## src/rtl/ift_sram_arbiter.sv

```systemverilog
// Two-port round-robin arbiter in front of a single-port SRAM (1-cycle read latency), with taint shadows.
// Optional build macro IFT_ARB_IMPLICIT_EN adds implicit-flow taint from the grant/owner decision.
module ift_sram_arbiter #(
  parameter int unsigned AddrWidth = 32,
  parameter int unsigned DataWidth = 64,
  localparam int unsigned StrbWidth = DataWidth / 8
) (
  input  logic                             clk_i,
  input  logic                             rst_i,
  input  logic [1:0]                       p_req_i,
  input  logic [1:0]                       p_req_i_t0,
  input  logic [1:0]                       p_we_i,
  input  logic [1:0]                       p_we_i_t0,
  input  logic [1:0][AddrWidth-1:0]        p_addr_i,
  input  logic [1:0][AddrWidth-1:0]        p_addr_i_t0,
  input  logic [1:0][StrbWidth-1:0]        p_be_i,
  input  logic [1:0][StrbWidth-1:0]        p_be_i_t0,
  input  logic [1:0][DataWidth-1:0]        p_wdata_i,
  input  logic [1:0][DataWidth-1:0]        p_wdata_i_t0,
  output logic [1:0]                       p_gnt_o,
  output logic [1:0]                       p_gnt_o_t0,
  output logic [1:0]                       p_rvalid_o,
  output logic [1:0]                       p_rvalid_o_t0,
  output logic [1:0][DataWidth-1:0]        p_rdata_o,
  output logic [1:0][DataWidth-1:0]        p_rdata_o_t0,
  output logic                             m_req_o,
  output logic                             m_req_o_t0,
  output logic                             m_we_o,
  output logic                             m_we_o_t0,
  output logic [AddrWidth-1:0]             m_addr_o,
  output logic [AddrWidth-1:0]             m_addr_o_t0,
  output logic [StrbWidth-1:0]             m_be_o,
  output logic [StrbWidth-1:0]             m_be_o_t0,
  output logic [DataWidth-1:0]             m_wdata_o,
  output logic [DataWidth-1:0]             m_wdata_o_t0,
  input  logic [DataWidth-1:0]             m_rdata_i,
  input  logic [DataWidth-1:0]             m_rdata_i_t0
);

  logic rr_q;        // port favoured on contention
  logic owner_q;     // port owning the response in flight
  logic rvalid_q;    // a response is due this cycle
  logic req_t0_q;    // registered m_req_o_t0

  logic any_c;
  logic both_c;
  logic win_c;

`ifdef IFT_ARB_IMPLICIT_EN
  logic sel_t0_q;
  logic sel_t0_c;
`endif

  // Winner selection; nothing is granted while reset is asserted.
  always_comb begin
    any_c  = (|p_req_i) & ~rst_i;
    both_c = (&p_req_i) & ~rst_i;
    win_c  = both_c ? rr_q : p_req_i[1];
  end

  // Forward the winner's request and taint to the SRAM.
  always_comb begin
    m_req_o      = 1'b0;
    m_req_o_t0   = 1'b0;
    m_we_o       = 1'b0;
    m_we_o_t0    = 1'b0;
    m_addr_o     = '0;
    m_addr_o_t0  = '0;
    m_be_o       = '0;
    m_be_o_t0    = '0;
    m_wdata_o    = '0;
    m_wdata_o_t0 = '0;
    p_gnt_o      = 2'b00;
    if (any_c) begin
      m_req_o         = 1'b1;
      m_req_o_t0      = p_req_i_t0[win_c];
      m_we_o          = p_we_i[win_c];
      m_we_o_t0       = p_we_i_t0[win_c];
      m_addr_o        = p_addr_i[win_c];
      m_addr_o_t0     = p_addr_i_t0[win_c];
      m_be_o          = p_be_i[win_c];
      m_be_o_t0       = p_be_i_t0[win_c];
      m_wdata_o       = p_wdata_i[win_c];
      m_wdata_o_t0    = p_wdata_i_t0[win_c];
      p_gnt_o[win_c]  = 1'b1;
    end
  end

  // Grant taint: implicit mode lets either requester's taint reach both grants under contention.
  always_comb begin
`ifdef IFT_ARB_IMPLICIT_EN
    sel_t0_c   = both_c & (|p_req_i_t0);
    p_gnt_o_t0 = rst_i ? 2'b00 : (both_c ? {2{|p_req_i_t0}} : p_req_i_t0);
`else
    p_gnt_o_t0 = p_req_i_t0 & p_gnt_o;
`endif
  end

  always_ff @(posedge clk_i or posedge rst_i) begin
    if (rst_i) begin
      rr_q     <= 1'b0;
      owner_q  <= 1'b0;
      rvalid_q <= 1'b0;
      req_t0_q <= 1'b0;
`ifdef IFT_ARB_IMPLICIT_EN
      sel_t0_q <= 1'b0;
`endif
    end else begin
      rvalid_q <= any_c;
      req_t0_q <= m_req_o_t0;
`ifdef IFT_ARB_IMPLICIT_EN
      sel_t0_q <= sel_t0_c;
`endif
      if (any_c) begin
        owner_q <= win_c;
        rr_q    <= ~win_c;
      end
    end
  end

  // Route the SRAM response back to the owner only.
  always_comb begin
    p_rvalid_o    = 2'b00;
    p_rvalid_o_t0 = 2'b00;
    p_rdata_o     = '0;
    p_rdata_o_t0  = '0;
    if (rvalid_q) begin
      p_rvalid_o[owner_q] = 1'b1;
      p_rdata_o[owner_q]  = m_rdata_i;
`ifdef IFT_ARB_IMPLICIT_EN
      p_rvalid_o_t0[owner_q] = req_t0_q | sel_t0_q;
      p_rdata_o_t0[owner_q]  = m_rdata_i_t0 | {DataWidth{sel_t0_q}};
`else
      p_rvalid_o_t0[owner_q] = req_t0_q;
      p_rdata_o_t0[owner_q]  = m_rdata_i_t0;
`endif
    end
  end

endmodule
```

## config.mk

```make
export PLATFORM = sky130hd
export DESIGN_NAME = ift_sram_arbiter
export DESIGN_NICKNAME = d
export VERILOG_FILES = /design/src/rtl/ift_sram_arbiter.sv
export SDC_FILE = /design/constraint.sdc
export NUM_CORES = 1
export LEC_CHECK = 0
export BUFFER_PORTS_ARGS = -buffer_cell sky130_fd_sc_hd__buf_4
export CORE_AREA = 3 3 397 399
export CTS_BUF_LIST = sky130_fd_sc_hd__clkbuf_4 sky130_fd_sc_hd__clkbuf_8 sky130_fd_sc_hd__clkbuf_16
export DETAILED_ROUTE_END_ITERATION = 12
export DIE_AREA = 0 0 400 402
export HOLD_SLACK_MARGIN = 0.12
export PLACE_DENSITY_LB_ADDON = 0.25
export SLEW_MARGIN = 20
export SYNTH_ARGS = -nofsm -noshare
export SYNTH_HDL_FRONTEND = slang
export SYNTH_SLANG_ARGS = --single-unit
```

## constraint.sdc

```tcl
create_clock -name clk_i -period 1.6 [get_ports clk_i]
set_input_delay 0.08 -clock clk_i [delete_from_list [all_inputs] [get_ports clk_i]]
set_output_delay 0.08 -clock clk_i [all_outputs]
set_load 0.01 [all_outputs]
```

==> key figures, run 1 <==
Clocking
  • TritonCTS clock tree: done
  • Root buffer cell: clkbuf_16
  • CTS sink count: 4
  • Num CTS Buffers: 3
  • CTS max path bufs: 2
  • Worst skew pair latency: 0.25 ns
  • CTS clk-pin slew, worst paths: around 0.050 ns
  • H-tree levels: 1

Synth
  • Syn Inst Count: 835
  • Yosys warning total: 0
  • Post-synthesis xor/xnor area fraction: 0%
  • Netlist Area Pre-Place: 0.00505 mm2
  • Synth Area in Compound Gates: 37.1%
  • Mean Syn Cell Area: 6.05 um2
  • Mux share of post-synthesis cell area: 0%
  • Sequential-to-total area share from yosys stat: 1.98%
  • Largest family of logic cells by synthesized area: simple AND/OR/NAND/NOR gates
  • Adder-cell area share of the yosys netlist: 0%
  • Syn Nets: 1389
  • #FFs+latches synth: 4
  • Simple-gate share of the synthesized area: about half
  • Count of cell types in the netlist: 16

Job
  • Max cap viols: 0

Global routing
  • All-Layer GR Usage: 13.7%
  • Antenna violations before repair: 97
  • First-pass GRT wire length: 142000 um
  • Global route overflow: 0
  • Pin count of the biggest net entering global routing: 121
  • Number of global-route vias before repair: 11.6k

Drt
  • Routed vias: 12.0k
  • DR WL/cell: 30.5 um
  • Final wirelength: around 120000 um
  • DRC: 0
  • Pre-Repair DR Iteration Count: 5
  • DRT iter0 DRCs: about 780
  • Post-DRT Antenna Nets: 0
  • Routed vias/inst: slightly above 3

Die
  • Die footprint: 0.161 mm2
  • Initial Util: 3.27%
  • Chip Height: 402 um
  • Rows: 144
  • Io pins: approximately 1.0k
  • Placeable core area: 0.154 mm2
  • Die Wd: 400 um

Cells and area
  • Layout cells sized above 1: between 60% and 70%
  • Layout area overhead: 251%
  • Final #Nets: 2419
  • Commonest non-fill, non-tap cell in the layout: buf_4
  • Most frequent cells in the layout: 1050 x buf_4, 186 x nor2_1, 146 x a32oi_1
  • Final core occ: 11.5%
  • Footprint of the multi-input gates: approximately 0.005 mm2
  • Register area: 108 um2
  • Final instance area: 0.0177 mm2
  • Fillers: 18.1k

Placement
  • RePlAce Congestion: 0.891
  • IO buf count: approximately 1.0k
  • Dpl ws: -0.510 ns
  • Dpl hpwl: around 110000 um
  • Area after DPL: around 0.016 mm2

Critical path
  • Worst-path maximum fanout: 6
  • CP max stage delay: 0.41 ns
  • Crit start category: register
  • Data required time at the worst endpoint: 1.52 ns
  • Worst Setup End Kind: output pin
  • Crit path buf inv count: 6
  • Critical path data arrival time: 1.95 ns
  • Crit Path Class: reg2out
  • Cell Chain, Critical Path: buf_6 > a21boi_4 > buf_12 > buf_12 > buf_12 > buf_6 > a32oi_4 > nor2_4 > buf_6
  • Crit-path slowest cell: dfrtp_1
  • CP top delay family: buffers and inverters

Pwr
  • Sw frac: 48.3%
  • Worst vdd ir: 0.287 mV
  • Clock Power Share: 6.0%
  • Logic gate share of total power: 92.1%
  • Leak pwr: 8.25 nW
  • Internal Power: approximately 3.8 mW
  • Switch Pwr: between 3 and 4 mW
  • Part of the power in registers: between 1.5 and 2%
  • PD cells: 415 mW/mm2

Timing
  • Final Critical Period: 2.03 ns
  • Unrepaired setup endpoints after global routing: yes
  • Fin Setup TNS: -87.45 ns
  • Slew headroom: about three fifths
  • Clock Skew: approximately 0.018 ns
  • Worst-Margin Slew: roughly 0.61 ns
  • PnR worst setup slack: -0.429 ns
  • Max-slew violations: 0
  • # setup viols final: 415
  • Max Clock Freq: 493 MHz
  • Final worst-path cycle share: 127%
  • Hold violation count in the final report: 0
  • Hold_ws: 0.197 ns

Outcome
  • Failing checks: setup timing
  • Status: finished with violations

Hold path
  • Hold WC Path Type: in2reg
## flip-flops by register name, indices dropped and copies added, names as in the netlist
signal,flops
owner_q,1
req_t0_q,1
rr_q,1
rvalid_q,1
## Yosys cell counts, drive strengths merged
| library cell | count | area (um2) |
|---|---|---|
| a21boi | 1 | 11.3 |
| a21o | 2 | 15.0 |
| a21oi | 1 | 5.00 |
| a32oi | 210 | 1840 |
| and2 | 131 | 820 |
| and2b | 2 | 15.0 |
| and3 | 130 | 813 |
| buf | 64 | 335 |
| clkbuf | 72 | 270 |
| dfrtp | 4 | 100 |
| inv | 1 | 3.75 |
| nand2 | 2 | 7.51 |
| nand2b | 2 | 12.5 |
| nor2 | 212 | 796 |
| o21ai | 1 | 5.00 |
## final timing paths
| kind | start | end | slack [ns] | depth (start not counted) |
|---|---|---|---|---|
| max | rr_q$_DFFE_PP0P_ | m_wdata_o[42] | -0.43 | 9 |
| max reg2reg | rr_q$_DFFE_PP0P_ | req_t0_q$_DFF_PP0_ | -0.22 | 8 |
| max in group asynchronous | rst_i | rvalid_q$_DFF_PP0_ | 0.71 | 4 |
| min in group asynchronous | rst_i | rr_q$_DFFE_PP0P_ | 0.56 | 4 |
| min reg2reg | owner_q$_DFFE_PP0P_ | owner_q$_DFFE_PP0P_ | 0.79 | 2 |
| min | p_req_i[0] | rvalid_q$_DFF_PP0_ | 0.20 | 3 |
## cell families (layout without fill, tap and decap cells)
group | count (synthesis) | in the layout
buffers and inverters | 137 | 1165
flip-flops | 4 | 4
AND/OR/NAND/NOR | 479 | 479
AO/OA/AOI/OAI | 215 | 215
other | 0 | 17
## per-stage QoR
step	std cells	total power, mW
6_report	3924	7.34
2_1_floorplan	835	2.07
4_1_cts	3904	7.24
5_1_grt	3908	7.77
3_3_place_gp	3866	6.07
3_5_place_dp	3866	6.05
## area by class of cell
cell class / count / share of cell area (%)
sequential: 4 / 0.608
inverter: 1 / 0.0212
antenna: 17 / 0.240
timing repair buffer: 1161 / 55.3
multi-input combinational: 694 / 28.9
tap: 2044 / 14.5
clock buffer: 3 / 0.424
## power by group through the flow
| stage | Clock [mW] | Sequential, mW | Combinational (mW) |
|---|---|---|---|
| 6_report | 0.439 | 0.138 | 6.76 |
| 5_1_grt | 0.457 | 0.142 | 7.17 |
| 4_1_cts | 0.444 | 0.142 | 6.66 |
| 2_1_floorplan | 0 | 0.127 | 1.94 |
| 3_5_place_dp | 0 | 0.142 | 5.91 |
| 3_3_place_gp | 0 | 0.142 | 5.93 |
## per-layer routing
metal  track usage (%)  vias up  share of wire (%)
met3              6.04      154                9.8
li1                  -     5238                  -
met2              25.6      678                 52
met1              14.8     5877                 37
met5                 0        -               0.37
met4             0.685       66               0.99
## worst register-to-register path: cells and delay by family (launching register included)
| family | cells | cell delay, ns |
|---|---|---|
| buf+inv | 5 | 0.72 |
| flops | 1 | 0.41 |
| simple gates | 2 | 0.40 |
| compound gates | 1 | 0.17 |
## repair_timing
item,CTS,global route
gates cloned,12,7
pin swaps,28,53
resized for setup,132,76
buffers inserted,25,5
setup endpoints to repair,370,458
hold buffers,1,0
hold endpoints to repair,4,0
No activity file was read; power rests on OpenSTA's default activity.
==> run 2, diff against run 1 <==
--- a/config.mk
+++ b/config.mk
@@ -16,3 +16,4 @@
 export SYNTH_ARGS = -nofsm -noshare
 export SYNTH_HDL_FRONTEND = slang
 export SYNTH_SLANG_ARGS = --single-unit
+export TNS_END_PERCENT = 10
==> key figures, run 2 (synthesis results as in run 1) <==
Placement
  • Dpl ws: -0.510 ns (unchanged)
  • Dpl hpwl: 106000 um (unchanged)
  • RePlAce Congestion: 0.891 (unchanged)
  • IO buf count: 1029 (unchanged)
  • Area after DPL: 0.0158 mm2 (unchanged)

Critical path
  • Data required time at the worst endpoint: 1.52 ns (about the same)
  • R2R Path End: req_t0_q$_DFF_PP0_ (unchanged)
  • RR Startpoint: rr_q$_DFFE_PP0P_ (unchanged)
  • Cell Chain, Critical Path: buf_6 > a21boi_4 > buf_12 > buf_12 > buf_12 > clkbuf_16 > a32oi_1 > nor2_1 > buf_4 (was buf_6 > a21boi_4 > buf_12 > buf_12 > buf_12 > buf_6 > a32oi_4 > nor2_4 > buf_6)
  • CP max stage delay: 0.41 ns (about the same)
  • R2r setup slk: 0.05 ns (was -0.22 ns)
  • Crit start category: register (unchanged)
  • Critical path data arrival time: 1.93 ns (was 1.95 ns)
  • Top cell by count, worst path: buf_12
  • Cells on worst reg2reg path: 6 (was 8)
  • Worst Setup End Kind: output pin (unchanged)
  • Crit Path Class: reg2out (unchanged)
  • Worst-path maximum fanout: 6 (unchanged)
  • Crit-path slowest cell: dfrtp_1 (unchanged)

Global routing
  • Pin count of the biggest net entering global routing: 121 (unchanged)
  • All-Layer GR Usage: 13.6% (was 13.7%)
  • Number of global-route vias before repair: 11.5k (was 11.6k)
  • Antenna violations before repair: 93 (was 97)
  • First-pass GRT wire length: 141000 um (was 142000 um)
  • Global route overflow: 0 (unchanged)

Pwr
  • Clock Power Share: 6.3% (was 6.0%)
  • Leak pwr: 8.05 nW (was 8.25 nW)
  • Sw frac: 48.7% (was 48.3%)
  • Switch Pwr: 3.38 mW (was 3.54 mW)
  • Worst vdd ir: 0.289 mV (was 0.287 mV)
  • PD cells: 408 mW/mm2 (was 415 mW/mm2)
  • Internal Power: 3.57 mW (was 3.79 mW)
  • Logic gate share of total power: 91.7% (was 92.1%)
  • Part of the power in registers: 2.0% (was 1.9%)

Outcome
  • Failing checks: setup timing (unchanged)
  • Status: finished with violations (unchanged)

Drt
  • Pre-Repair DR Iteration Count: 5 (unchanged)
  • DRC: 0 (unchanged)
  • Post-DRT Antenna Nets: 0 (unchanged)
  • Final wirelength: 118000 um (was 120000 um)
  • Routed vias/inst: 3.03 (was 3.06)
  • Routed vias: 11.8k (was 12.0k)
  • DRT iter0 DRCs: 767 (was 784)
  • DR WL/cell: 30.2 um (was 30.5 um)

Clocking
  • Worst skew pair latency: 0.25 ns (about the same)
  • TritonCTS clock tree: done (unchanged)
  • CTS clk-pin slew, worst paths: 0.05 ns (about the same)
  • Root buffer cell: clkbuf_16 (unchanged)
  • H-tree levels: 1 (unchanged)
  • CTS sink count: 4 (unchanged)
  • Num CTS Buffers: 3 (unchanged)
  • CTS max path bufs: 2 (unchanged)

Cells and area
  • Commonest non-fill, non-tap cell in the layout: buf_4 (unchanged)
  • Final #Nets: 2401 (was 2419)
  • Footprint of the multi-input gates: 0.00476 mm2 (was 0.00512 mm2)
  • Layout area overhead: 237% (was 251%)
  • Most frequent cells in the layout: 1031 x buf_4, 197 x nor2_1, 184 x a32oi_1 (was 1050 x buf_4, 186 x nor2_1, 146 x a32oi_1)
  • Register area: 108 um2 (unchanged)
  • Fillers: 18.2k (was 18.1k)
  • Final instance area: 0.0170 mm2 (was 0.0177 mm2)
  • Layout cells sized above 1: 65.9% (was 67.7%)

Die
  • Die Wd: 400 um (unchanged)
  • Die footprint: 0.161 mm2 (unchanged)
  • Initial Util: 3.27% (unchanged)
  • Io pins: 1030 (unchanged)
  • Rows: 144 (unchanged)
  • Chip Height: 402 um (unchanged)
  • Placeable core area: 0.154 mm2 (unchanged)

Timing
  • Hold violation count in the final report: 0 (unchanged)
  • Final Critical Period: 2.01 ns (was 2.03 ns)
  • Clock Skew: 0.0187 ns (was 0.0181 ns)
  • Max Clock Freq: 497 MHz (was 493 MHz)
  • Final worst-path cycle share: 126% (was 127%)
  • Slew headroom: 59.0% (was 59.2%)
  • # setup viols final: 364 (was 415)
  • Max-slew violations: 0 (unchanged)
  • Unrepaired setup endpoints after global routing: yes (unchanged)
  • PnR worst setup slack: -0.413 ns (was -0.429 ns)
  • Worst-Margin Slew: 0.608 ns (was 0.605 ns)

Hold path
  • Worst Hold Depth: 3 (unchanged)
  • Hold WC Path Type: in2reg (unchanged)
  • WHS Endpoint: rvalid_q$_DFF_PP0_ (unchanged)
  • Hold Startpoint: p_req_i[0] (unchanged)

Job
  • Max cap viols: 0 (unchanged)
run 2: how the worst max path moves through the flow:
stage | from | endpoint
after global placement | rr_q$_DFFE_PP0P_ | m_we_o_t0
after global routing | rr_q$_DFFE_PP0P_ | m_wdata_o_t0[38]
final | rr_q$_DFFE_PP0P_ | m_wdata_o[49]
after floorplan | rr_q$_DFFE_PP0P_ | req_t0_q$_DFF_PP0_
after CTS | rr_q$_DFFE_PP0P_ | m_wdata_o[33]
after detailed placement | rr_q$_DFFE_PP0P_ | m_we_o_t0
run 2: cell type report:
cell class	instances	share of cell area, %
sequential	4	0.632
clock buffer	3	0.441
inverter	1	0.0220
tap	2044	15.0
antenna	15	0.220
multi-input combinational	694	27.9
timing repair buffer	1143	55.7
run 2: power by group through the flow:
stage               sequential, mW  clock (mW)  combinational (mW)
floorplan                    0.127           0                1.94
global placement             0.142           0                5.93
detailed placement           0.142           0                5.91
CTS                          0.143       0.444                6.37
global route                 0.144       0.457                6.77
finish                       0.139       0.441                6.37
run 2: timing repair:
item                                    in CTS  in global routing
gates resized for setup                    131                 45
hold buffers                                 1                  0
cloned                                       4                  4
endpoints found under the setup margin     370                456
pin swaps                                   22                 23
setup buffers                               11                  4
endpoints found under the hold margin        4                  0
run 2: through the flow:
| step | setup TNS, ns | power [mW] | util (%) | hold slack (ns) | cells |
|---|---|---|---|---|---|
| after floorplan | 0 | 2.07 | - | -0.00371 | 835 |
| after global placement | -11.73 | 6.07 | 10.3 | 0.157 | 3866 |
| after detailed placement | -15.17 | 6.05 | 10.3 | 0.145 | 3866 |
| after CTS | -86.21 | 6.96 | 10.8 | 0.208 | 3884 |
| after global routing | -107.41 | 7.37 | 11.0 | 0.218 | 3889 |
| final | -77.67 | 6.95 | 11.0 | 0.192 | 3904 |
run 2: critical path, delay by kind of cell (launching register included):
kind                   cells  cell delay (ns)
DFF                        1             0.41
and+or+nand+nor            1             0.13
buffers and inverters      6             0.82
AOI/OAI and AO/OA          2             0.29
run 2: layer usage:
layer  routed length [um]  global-route usage (%)  vias up
met1                43800                    14.7     5752
met4                 1120                   0.491       64
li1                     -                       -     5188
met5                  437                       0        -
met2                61000                    25.4      674
met3                11600                    6.07      148
